[src/rtl/game_pkg.sv]
// Shared game types: round outcome reported by game_controller and the campaign sequencer state.
package game_pkg;

    typedef enum logic [1:0] {
        WAITING   = 2'd0,
        COUNTDOWN = 2'd1,
        SUCCESS   = 2'd2,
        FAILURE   = 2'd3
    } game_state_t;

    typedef enum logic {
        PLAYING = 1'b0,
        WON     = 1'b1
    } seq_state_t;

endpackage

[src/rtl/state_edge_detect.sv]
// Two-stage history of a state bus; hit is high for the one cycle where the bus has just become MATCH.
module state_edge_detect #(
    parameter int           W     = 2,
    parameter logic [W-1:0] MATCH = '0
) (
    input  logic         clk,
    input  logic         rst,
    input  logic [W-1:0] state_in,
    output logic         hit
);

    logic [W-1:0] h0_r;
    logic [W-1:0] h1_r;

    // History shift register; cleared to the idle encoding (all zeros)
    always_ff @(posedge clk) begin
        if (rst) begin
            h0_r <= '0;
            h1_r <= '0;
        end else begin
            h0_r <= state_in;
            h1_r <= h0_r;
        end
    end

    assign hit = (h0_r == MATCH) && (h1_r != MATCH);

endmodule

[src/rtl/level_sequencer.sv]
// Campaign/difficulty manager: advances level on each new SUCCESS, handles FAILURE, declares the win.
// Optional macro LEVEL_LIVES_EN enables the per-campaign lives budget (retry the level on failure).
module level_sequencer
    import game_pkg::*;
#(
    parameter int TIME_W       = 11,
    parameter int CNT_W        = 6,
    parameter int LVL_W        = 3,
    parameter int NUM_LEVELS   = 8,
    parameter int INIT_TIME    = 1500,
    parameter int TIME_STEP    = 100,
    parameter int MIN_TIME     = 500,
    parameter int INIT_BUTTONS = 6,
    parameter int BUTTON_STEP  = 1,
    parameter int MAX_BUTTONS  = 16,
    parameter int NUM_LIVES    = 3
) (
    input  logic                               clk,
    input  logic                               rst,
    input  logic                               start,
    input  game_state_t                        game_state,
    output logic [TIME_W-1:0]                  initial_time,
    output logic [CNT_W-1:0]                   button_count,
    output logic [LVL_W-1:0]                   level_num,
    output logic [$clog2(NUM_LIVES+1)-1:0]     lives_left,
    output logic                               level_up,
    output logic                               game_over,
    output logic                               campaign_won
);

    localparam int                 LIVES_W    = $clog2(NUM_LIVES + 1);
    localparam logic [TIME_W-1:0]  INIT_T     = TIME_W'(INIT_TIME);
    localparam logic [TIME_W-1:0]  STEP_T     = TIME_W'(TIME_STEP);
    localparam logic [TIME_W-1:0]  MIN_T      = TIME_W'(MIN_TIME);
    localparam logic [TIME_W-1:0]  FLOOR_T    = TIME_W'(MIN_TIME + TIME_STEP);
    localparam logic [CNT_W-1:0]   INIT_B     = CNT_W'(INIT_BUTTONS);
    localparam logic [CNT_W:0]     STEP_B     = (CNT_W+1)'(BUTTON_STEP);
    localparam logic [CNT_W:0]     MAX_B      = (CNT_W+1)'(MAX_BUTTONS);
    localparam logic [LVL_W-1:0]   LAST_LVL   = LVL_W'(NUM_LEVELS - 1);
    localparam logic [LIVES_W-1:0] FULL_LIVES = LIVES_W'(NUM_LIVES);

    seq_state_t          state_r;
    logic                succ_edge_s;
    logic                fail_edge_s;
    logic [TIME_W-1:0]   next_time_s;
    logic [CNT_W:0]      btn_sum_s;
    logic [CNT_W-1:0]    next_btn_s;

    state_edge_detect #(.W(2), .MATCH(SUCCESS)) u_succ_edge (
        .clk      (clk),
        .rst      (rst),
        .state_in (game_state),
        .hit      (succ_edge_s)
    );

    state_edge_detect #(.W(2), .MATCH(FAILURE)) u_fail_edge (
        .clk      (clk),
        .rst      (rst),
        .state_in (game_state),
        .hit      (fail_edge_s)
    );

    // Next-level difficulty: timer saturates at MIN_TIME, button count at MAX_BUTTONS (one extra bit for carry)
    always_comb begin
        next_time_s = MIN_T;
        if (initial_time >= FLOOR_T) begin
            next_time_s = initial_time - STEP_T;
        end else begin
            next_time_s = MIN_T;
        end
        btn_sum_s  = {1'b0, button_count} + STEP_B;
        next_btn_s = btn_sum_s[CNT_W-1:0];
        if (btn_sum_s > MAX_B) begin
            next_btn_s = MAX_B[CNT_W-1:0];
        end else begin
            next_btn_s = btn_sum_s[CNT_W-1:0];
        end
    end

`ifdef LEVEL_LIVES_EN
    localparam logic [LIVES_W-1:0] ONE_LIFE = LIVES_W'(1);
    logic [LIVES_W-1:0] lives_r;
    assign lives_left = lives_r;
`else
    assign lives_left = FULL_LIVES;
`endif

    // Campaign FSM with registered difficulty outputs and single-cycle event pulses
    always_ff @(posedge clk) begin
        if (rst) begin
            state_r      <= PLAYING;
            level_num    <= '0;
            initial_time <= INIT_T;
            button_count <= INIT_B;
`ifdef LEVEL_LIVES_EN
            lives_r      <= FULL_LIVES;
`endif
            level_up     <= 1'b0;
            game_over    <= 1'b0;
            campaign_won <= 1'b0;
        end else begin
            level_up  <= 1'b0;
            game_over <= 1'b0;
            case (state_r)
                PLAYING: begin
                    if (succ_edge_s) begin
                        if (level_num < LAST_LVL) begin
                            level_num    <= level_num + LVL_W'(1);
                            initial_time <= next_time_s;
                            button_count <= next_btn_s;
                            level_up     <= 1'b1;
                        end else begin
                            state_r      <= WON;
                            campaign_won <= 1'b1;
                        end
                    end else if (fail_edge_s) begin
`ifdef LEVEL_LIVES_EN
                        if (lives_r > ONE_LIFE) begin
                            lives_r <= lives_r - ONE_LIFE;
                        end else begin
                            lives_r      <= FULL_LIVES;
                            level_num    <= '0;
                            initial_time <= INIT_T;
                            button_count <= INIT_B;
                            game_over    <= 1'b1;
                        end
`else
                        level_num    <= '0;
                        initial_time <= INIT_T;
                        button_count <= INIT_B;
                        game_over    <= 1'b1;
`endif
                    end else begin
                        state_r <= PLAYING;
                    end
                end
                WON: begin
                    // Round edges are ignored here; only start leaves the won state
                    if (start) begin
                        state_r      <= PLAYING;
                        level_num    <= '0;
                        initial_time <= INIT_T;
                        button_count <= INIT_B;
`ifdef LEVEL_LIVES_EN
                        lives_r      <= FULL_LIVES;
`endif
                        campaign_won <= 1'b0;
                    end else begin
                        campaign_won <= 1'b1;
                    end
                end
                default: begin
                    state_r      <= PLAYING;
                    level_num    <= '0;
                    initial_time <= INIT_T;
                    button_count <= INIT_B;
                    campaign_won <= 1'b0;
                end
            endcase
        end
    end

endmodule

[config.mk]
export PLATFORM = sky130hd
export DESIGN_NAME = level_sequencer
export DESIGN_NICKNAME = d
export VERILOG_FILES = /design/src/rtl/game_pkg.sv /design/src/rtl/state_edge_detect.sv /design/src/rtl/level_sequencer.sv
export SDC_FILE = /design/constraint.sdc
export NUM_CORES = 1
export LEC_CHECK = 0
export BUFFER_PORTS_ARGS = -buffer_cell sky130_fd_sc_hd__buf_2
export CORE_ASPECT_RATIO = 1.75
export CORE_MARGIN = 2
export CORE_UTILIZATION = 52
export CTS_CLUSTER_DIAMETER = 200
export DETAILED_ROUTE_END_ITERATION = 12
export PLACE_DENSITY = 0.78
export SYNTH_ARGS = -nofsm -noshare
export SYNTH_HDL_FRONTEND = slang
export SYNTH_SLANG_ARGS = --single-unit
export TNS_END_PERCENT = 100
[constraint.sdc]
create_clock -name clk -period 1.9 [get_ports clk]
set_input_delay 0.19 -clock clk [delete_from_list [all_inputs] [get_ports clk]]
set_output_delay 0.19 -clock clk [all_outputs]
set_load 0.1 [all_outputs]
==> out/metrics.cfg, run 1 <==
[power_and_ir_drop]
p_seq_share_pct = 47.0
power_switching_uw = 403
combPwrFrac_pct = 20.0
swShare_pct = 32.4
p_leak_uw = 0.000645
irDropWorstVdd_v = 0.000644
internal_power_uw = 843
pwr-share-clk_pct = 33.0
power_density_nw_per_um2 = 839

[yosys]
ys_top_cells_by_area = dfxtp_1 41%, ha_1 4.0%, nor2_1 3.9%, nand2_1 3.6%, a21oi_1 3.2%
synth_enable_flop_cells = 0
yosysTopAreaCell = dfxtp_1
synth.distinct_cells = 44
syn_inst = 145
yosysSeqAreaShare_pct = 41.3
ys_ff_latch = 26
synthesis.yosys.warnings = 0
synth_ff_type = dfxtp_1
async_flop_share_pct = 0
synth_top_area_share_pct = 41.3
avgSynthCellArea_um2 = 8.69
synth_area_um2 = 1260

[timing]
rsz0062_at_grt = false
hold_viol = 0
drv_slew = 0
period_share_pct = 86.6
layout_min_cycle_time_ns = 1.65
finClkSkew_ns = 0.00791
fmax_mhz = 608
finalSetupViolCount = 0
fin_ws_ns = 0.255
fin_tns_setup_ns = 0

[grt]
first_global_vias = 1008
grt_max_degree = 16
grt.busiest_layer = met2
grt_use_total_pct = 20.2
gr-total-overflow = 0
grtUsageMet2_pct = 33.0
met1_usage_pct = 23.0
met3_usage_pct = 4.18
antenna_found_initial = 0
grt_pass1_wl_um = 4200

[clock_tree]
hold_buffers = 0
cts.clk_slew.worst_paths_ns = 0.09
clock_path_buffers = 2
clkSinkCount = 26
cts_made_buffers = 3
post_cts_buffers = 0
cts-htree-levels = 1
postCtsResizedCells = 0
cts_root_buf = clkbuf_8
cts_tree = done
clk_latency_ns = 0.28

[die]
io_pins = 30
dieArea_um2 = 2850
coreArea_um2 = 2300
die_w_um = 41.2
die_h_um = 69.1
rows = 23
initial_core_util_pct = 54.7

[flow_run]
drv_cap = 0

[detailed_routing]
antenna_left = 0
wl_per_cell_um = 13.1
routed_via_density = 5.69
route.vias.total = 1120
drtIter0Drc = 22
routed_wl_um = 2580
drc_errors = 0
drt_pre_antenna_iters = 5

[critical_path]
crit_chain = ha_1 > nand3_1 > nor3b_1 > a211oi_2 > a21boi_0 > o22a_1
end_kind = flop
crit_type = reg2reg
rr_endpoint = button_count[2]
worstPathMaxFanout = 6
r2r_slack_ns = 0.25
reg2reg_depth = 6
worstPathRequired_ns = 2.12
critPathSlowestCell = dfxtp_4
worst_path_largest_cell_delay_ns = 0.37
cp-start-kind = flop
cp.arrival_ns = 1.86
r2r_start = button_count[0]

[worst_hold_path]
worstHoldPathCells = 2
hp-class = in2reg
min_from = game_state[1]
worstHoldEndpoint = u_fail_edge.h0_r[1]

[placement]
port_buffers = 25
place_area_um2 = 1420
dp_hpwl_um = 1970
place.gp.congestion = 0.789
dpl_worst_slack_ns = 0.267

[layout]
nets = 182
antenna-diode-count = 0
final_cell_mix = 25 x buf_2, 14 x dfxtp_1, 13 x nor2_1
final_area_um2 = 1490
drive_gt1_share_pct = 32.0
area_growth_pct = 17.9
layout_commonest_cell = buf_2

[outcome]
status = completed

how the worst max path moves through the flow:
stage	start	end	slack, ns	cells after the start
2_1_floorplan	initial_time[7]	initial_time[6]	0.03	5
3_3_place_gp	initial_time[2]	initial_time[8]	0.32	7
3_5_place_dp	button_count[0]	button_count[2]	0.27	6
4_1_cts	button_count[0]	button_count[2]	0.25	6
5_1_grt	initial_time[2]	initial_time[6]	0.08	7
6_report	button_count[0]	button_count[2]	0.25	6
power by group through the flow:
stage          sequential, µW  combinational [µW]  clock, µW
3_5_place_dp              598                 250          0
4_1_cts                   585                 250        419
6_report                  585                 249        412
5_1_grt                   589                 265        430
2_1_floorplan             702                 111          0
3_3_place_gp              597                 246          0
state kept, by name, indices dropped and copies added, names as in the netlist:
register,flops
game_over,1
level_num,3
u_fail_edge.h0_r,2
initial_time,9
level_up,1
campaign_won,1
u_fail_edge.h1_r,2
state_r,1
button_count,6
cell usage after synthesis, types with 2 or more instances:
library cell  number
o31ai_1            2
o21a_1             2
dfxtp_1           26
a21oi_2            4
buf_4              4
nand3_1            5
nand2_1           12
conb_1             2
and3_1             2
nor2_1            13
o21ai_0            7
a21oi_1            8
a21boi_0           2
and2_1             2
a31oi_1            4
nor3_1             7
nor2b_1            4
a21o_1             2
nor3b_1            2
nand2b_1           2
ha_1               4
o22a_1             2
inv_1              6
through the flow:
step                hold WS, ns  power [µW]  util (%)  instances
global route              0.127        1280      64.5        197
finish                    0.112        1250      64.5        197
global placement          0.396         843      61.6        193
CTS                       0.117        1250      64.5        197
floorplan                 0.255         812         -        147
detailed placement        0.410         848      61.6        193
cell families (layout without fill, tap and decap cells):
group           after synthesis  count (layout)  synth area share, %
compound gates               41              41                 22.6
xor+xnor                      1               1                0.695
fa+ha+maj                     4               4                 3.97
buf+inv                      12              37                 4.87
flops                        26              26                 41.3
mux                           2               2                 1.69
other cells                   2               4                0.596
simple gates                 57              57                 24.2
metal layers:
layer | vias to the layer above | wire length, µm
li1 | 559 | -
met1 | 520 | 1030
met2 | 34 | 1380
met3 | 7 | 102
met4 | 0 | 69
met5 | - | 0
worst max-delay path, delay by kind of cell, from the launching register on:
kind,cells,cell delay [ns]
compound gates,3,0.76
flops,1,0.37
simple gates,2,0.22
fa+ha+maj,1,0.24
area by class of cell:
class                   count  area, µm²
fillers                   219        817
multi-input cells         109        686
flip-flops and latches     26        543
repair buffers             26        133
clock buffers               4       66.3
well taps                  25       31.3
inverters                   7       26.3
No activity file was read; power rests on OpenSTA's default activity.
==> inputs of run 2 (changes only) <==
==> constraint.sdc (replaced) <==
create_clock -name clk -period 1.9 [get_ports clk]
set_input_delay 0.475 -clock clk [delete_from_list [all_inputs] [get_ports clk]]
set_output_delay 0.475 -clock clk [all_outputs]
set_load 0.1 [all_outputs]
==> run 2 against run 1 <==
Compared with the run above:
- global-route usage is 0.60 points higher
- critical path depth is 5 lower
- utilization is 0.33 points higher
- via count fell by 1.2%
- design area grew 0.51%
- sequential cell count unchanged
- register-to-register slack improved by 0.02 ns
- die area unchanged
- fmax is 1.2% lower
- highest routed layer unchanged
- clock skew decreased by 0.0064 ns
==> out/metrics.cfg, run 2 (synthesis gave the netlist of run 1 again) <==
[clock_tree]
cts.clk_slew.worst_paths_ns = 0.09
clock_path_buffers = 2
cts-htree-levels = 1
cts_made_buffers = 3
postCtsResizedCells = 0
cts_root_buf = clkbuf_8
cts_tree = done
clk_latency_ns = 0.27
clkSinkCount = 26
post_cts_buffers = 0
hold_buffers = 0

[power_and_ir_drop]
irDropWorstVdd_v = 0.000501
power_density_nw_per_um2 = 831
p_leak_uw = 0.000650

[die]
dieArea_um2 = 2850
die_w_um = 41.2
rows = 23
coreArea_um2 = 2300
initial_core_util_pct = 54.7
die_h_um = 69.1
io_pins = 30

[detailed_routing]
routed_wl_um = 2510
drt_pre_antenna_iters = 4
antenna_left = 0
routed_via_density = 5.59
drc_errors = 0
wl_per_cell_um = 12.7
route.vias.total = 1107
drtIter0Drc = 24

[placement]
place.gp.congestion = 0.804
dp_hpwl_um = 1930
port_buffers = 25
place_area_um2 = 1430

[timing]
finalSetupViolCount = 0
fin_tns_setup_ns = 0
layout_min_cycle_time_ns = 1.67
fmax_mhz = 600
rsz0062_at_grt = false
finClkSkew_ns = 0.00150
hold_viol = 0
period_share_pct = 87.7
drv_slew = 0

[layout]
drive_gt1_share_pct = 32.4
layout_commonest_cell = buf_2
nets = 183
largest_register_ffs = 9
area_growth_pct = 18.5
final_area_um2 = 1490
regMostFlops = initial_time
final_cell_mix = 25 x buf_2, 14 x dfxtp_1, 13 x nor2_1
top_regs = initial_time x9, button_count x6, level_num x3
antenna-diode-count = 0

[critical_path]
cp.arrival_ns = 1.19
crit_type = reg2out
end_kind = primary output
cp_num_buf_inv = 1
r2r_slack_ns = 0.27
crit_chain = buf_2
worst_path_largest_cell_delay_ns = 0.47
worstPathMaxFanout = 6
cp-start-kind = flop
worstPathRequired_ns = 1.42
critPathSlowestCell = buf_2
crit_family = buffers and inverters

[outcome]
status = completed

[flow_run]
drv_cap = 0

[grt]
antenna_found_initial = 0
grt_max_degree = 16
grt_use_total_pct = 20.9
grt_pass1_wl_um = 4350
first_global_vias = 1026
gr-total-overflow = 0

[worst_hold_path]
hp-class = in2reg

==> run 2: cell types whose count changed in the layout (fill, tap and decap cells not counted) <==
cell   change
buf_4      +1
==> run 2: final cells by class <==
cell class	count	area [µm²]
multi-input cells	109	686
repair buffers	27	140
fillers	217	810
well taps	25	31.3
clock buffers	4	66.3
flip-flops and latches	26	543
inverters	7	26.3
==> run 2: worst paths after layout <==
| path | from | endpoint | cells past startpoint |
|---|---|---|---|
| hold reg to reg | initial_time[2] | initial_time[2] | 1 |
| hold / removal | game_state[0] | u_fail_edge.h0_r[0] | 2 |
| setup / recovery | initial_time[9] | initial_time[9] | 1 |
| setup reg to reg | initial_time[2] | initial_time[4] | 7 |
==> run 2: routing by layer <==
metal  up-vias  global-route usage [%]  wire length (µm)
li1        563                       -                 -
met5         -                       0                 0
met4         0                    6.45                39
met1       516                    25.1              1020
met2        24                    34.4              1350
met3         4                    4.82                97
==> run 2: through the flow <==
step / utilization [%] / setup WS (ns) / cells / hold slack, ns / total power (µW)
after global placement: 62.0 / 0.291 / 194 / 0.437 / 845
after global routing: 64.8 / 0.0951 / 198 / 0.425 / 1290
after CTS: 64.8 / 0.217 / 198 / 0.403 / 1250
after floorplan: - / 0.0303 / 147 / 0.488 / 812
final: 64.8 / 0.235 / 198 / 0.407 / 1240
after detailed placement: 62.0 / 0.246 / 194 / 0.449 / 849
==> run 2: power breakdown <==
| part | internal (µW) | leakage [µW] | switching [µW] |
|---|---|---|---|
| clock | 229 | 0.0000339 | 175 |
| sequential | 563 | 0.000213 | 22.5 |
| combinational | 52.0 | 0.000403 | 198 |
| total | 844 | 0.000650 | 395 |
==> inputs of run 3 (changes only) <==
--- a/config.mk
+++ b/config.mk
@@ -6,12 +6,11 @@
 export NUM_CORES = 1
 export LEC_CHECK = 0
 export BUFFER_PORTS_ARGS = -buffer_cell sky130_fd_sc_hd__buf_2
-export CORE_ASPECT_RATIO = 1.75
 export CORE_MARGIN = 2
-export CORE_UTILIZATION = 52
+export CORE_UTILIZATION = 56
 export CTS_CLUSTER_DIAMETER = 200
 export DETAILED_ROUTE_END_ITERATION = 12
-export PLACE_DENSITY = 0.78
+export PLACE_DENSITY = 0.83
 export SYNTH_ARGS = -nofsm -noshare
 export SYNTH_HDL_FRONTEND = slang
 export SYNTH_SLANG_ARGS = --single-unit
==> constraint.sdc (replaced) <==
create_clock -name clk -period 2 [get_ports clk]
set_input_delay 0.5 -clock clk [delete_from_list [all_inputs] [get_ports clk]]
set_output_delay 0.5 -clock clk [all_outputs]
set_load 0.1 [all_outputs]
==> run 3 against run 2 <==
Compared with the run above:
- sequential cell count unchanged
- first-iteration DRC count rose by 33%
- critical endpoint unchanged
- die area shrank 7.1%
- sequential share of layout area grew 0.30 points
- design area fell by 2.2%
- via count grew 2.4%
- highest routed layer unchanged
==> out/metrics.cfg, run 3 (synthesis gave the netlist of run 1 again) <==
[timing]
hold_viol = 0
fin_tns_setup_ns = 0
layout_min_cycle_time_ns = 1.76
fmax_mhz = 568
drv_slew = 0
finClkSkew_ns = 0.00388
rsz0062_at_grt = false
finalSetupViolCount = 0
period_share_pct = 88.0

[critical_path]
worst_path_largest_cell_delay_ns = 0.47
cp-start-kind = flop
worstPathMaxFanout = 6
r2r_slack_ns = 0.31
crit_family = flip-flops
rr_endpoint = initial_time[8]
r2r_start = initial_time[2]
cp_num_buf_inv = 1
cp.arrival_ns = 1.26
worstPathRequired_ns = 1.50
reg2reg_depth = 7
critPathSlowestCell = dfxtp_1
end_kind = primary output
crit_chain = buf_2
setup.worst_path.start = initial_time[9]
crit_type = reg2out

[grt]
first_global_vias = 1031
gr-total-overflow = 0
grt_use_total_pct = 20.7
grt_pass1_wl_um = 4210
antenna_found_initial = 0
grt_max_degree = 16

[detailed_routing]
antenna_left = 0
route.vias.total = 1134
top_layer_used = met4
met2_length_um = 1320
drt_pre_antenna_iters = 4
drt-met1-wl_um = 1180
routed_via_density = 5.70
wl_met3_um = 85
routed_wl_um = 2610
drc_errors = 0
wl_per_cell_um = 13.1
drtIter0Drc = 32

[placement]
placed_cells = 195
place.gp.congestion = 0.790
place_area_um2 = 1410
port_buffers = 25
dp_hpwl_um = 1950

[power_and_ir_drop]
power_density_nw_per_um2 = 791
p_leak_uw = 0.000633
power_uw = 1160
irDropWorstVdd_v = 0.000573

[clock_tree]
cts.clk_slew.worst_paths_ns = 0.14
cts_tree = done
postCtsResizedCells = 0
clock_path_buffers = 2
post_cts_buffers = 0
hold_buffers = 0
clkSinkCount = 26
cts_made_buffers = 3
cts_root_buf = clkbuf_4
cts-htree-levels = 1
clk_latency_ns = 0.32

[flow_run]
drv_cap = 0

[layout]
antenna-diode-count = 0
area_growth_pct = 15.9
nets = 181
top_regs = initial_time x9, button_count x6, level_num x3
final_cell_mix = 25 x buf_2, 14 x dfxtp_1, 13 x nor2_1
largest_register_ffs = 9
drive_gt1_share_pct = 31.6
num-fill-cells = 206
final_area_um2 = 1460
final_cells = 199
layout_commonest_cell = buf_2
regMostFlops = initial_time

[die]
io_pins = 30
coreArea_um2 = 2170
rows = 17
die_w_um = 51.4
die_h_um = 51.4
initial_core_util_pct = 58.1
dieArea_um2 = 2650

[outcome]
status = completed

[worst_hold_path]
min_from = game_state[1]
hp-class = in2reg
worstHoldPathCells = 2
worstHoldEndpoint = u_fail_edge.h0_r[1]

run 3: how the worst max path moves through the flow:
stage	end	slack (ns)	cells past startpoint
finish	initial_time[9]	0.24	1
global route	initial_time[4]	0.1	7
CTS	initial_time[9]	0.24	1
detailed placement	button_count[2]	0.32	5
global placement	button_count[2]	0.37	6
floorplan	initial_time[8]	0.03	7
run 3: per-stage QoR:
step / worst slack (ns) / hold WS [ns] / util (%)
finish: 0.241 / 0.380 / 67.3
global route: 0.0965 / 0.383 / 67.3
CTS: 0.240 / 0.375 / 67.3
detailed placement: 0.319 / 0.449 / 64.9
global placement: 0.368 / 0.435 / 64.9
floorplan: 0.0279 / 0.488 / -
run 3: power by group:
group	switching, µW	internal (µW)
Combinational	189	46.3
Clock	158	202
Sequential	21.7	538
Total	369	787
run 3: layer usage:
metal | GRT usage [%] | vias to the layer above
met2 | 38.2 | 28
met4 | 8.33 | 0
met3 | 2.92 | 2
met5 | 0 | -
li1 | - | 565
met1 | 23.4 | 539
run 3: cell type report:
class                      count  area [µm²]  share of cell area, %
clock buffer                   3        22.5                   1.54
clock inverter                 1        30.0                   2.06
inverter                       7        26.3                   1.80
multi-input combinational    109         686                   47.0
sequential                    26         536                   36.7
tap                           28        35.0                   2.40
timing repair buffer          25         125                   8.57
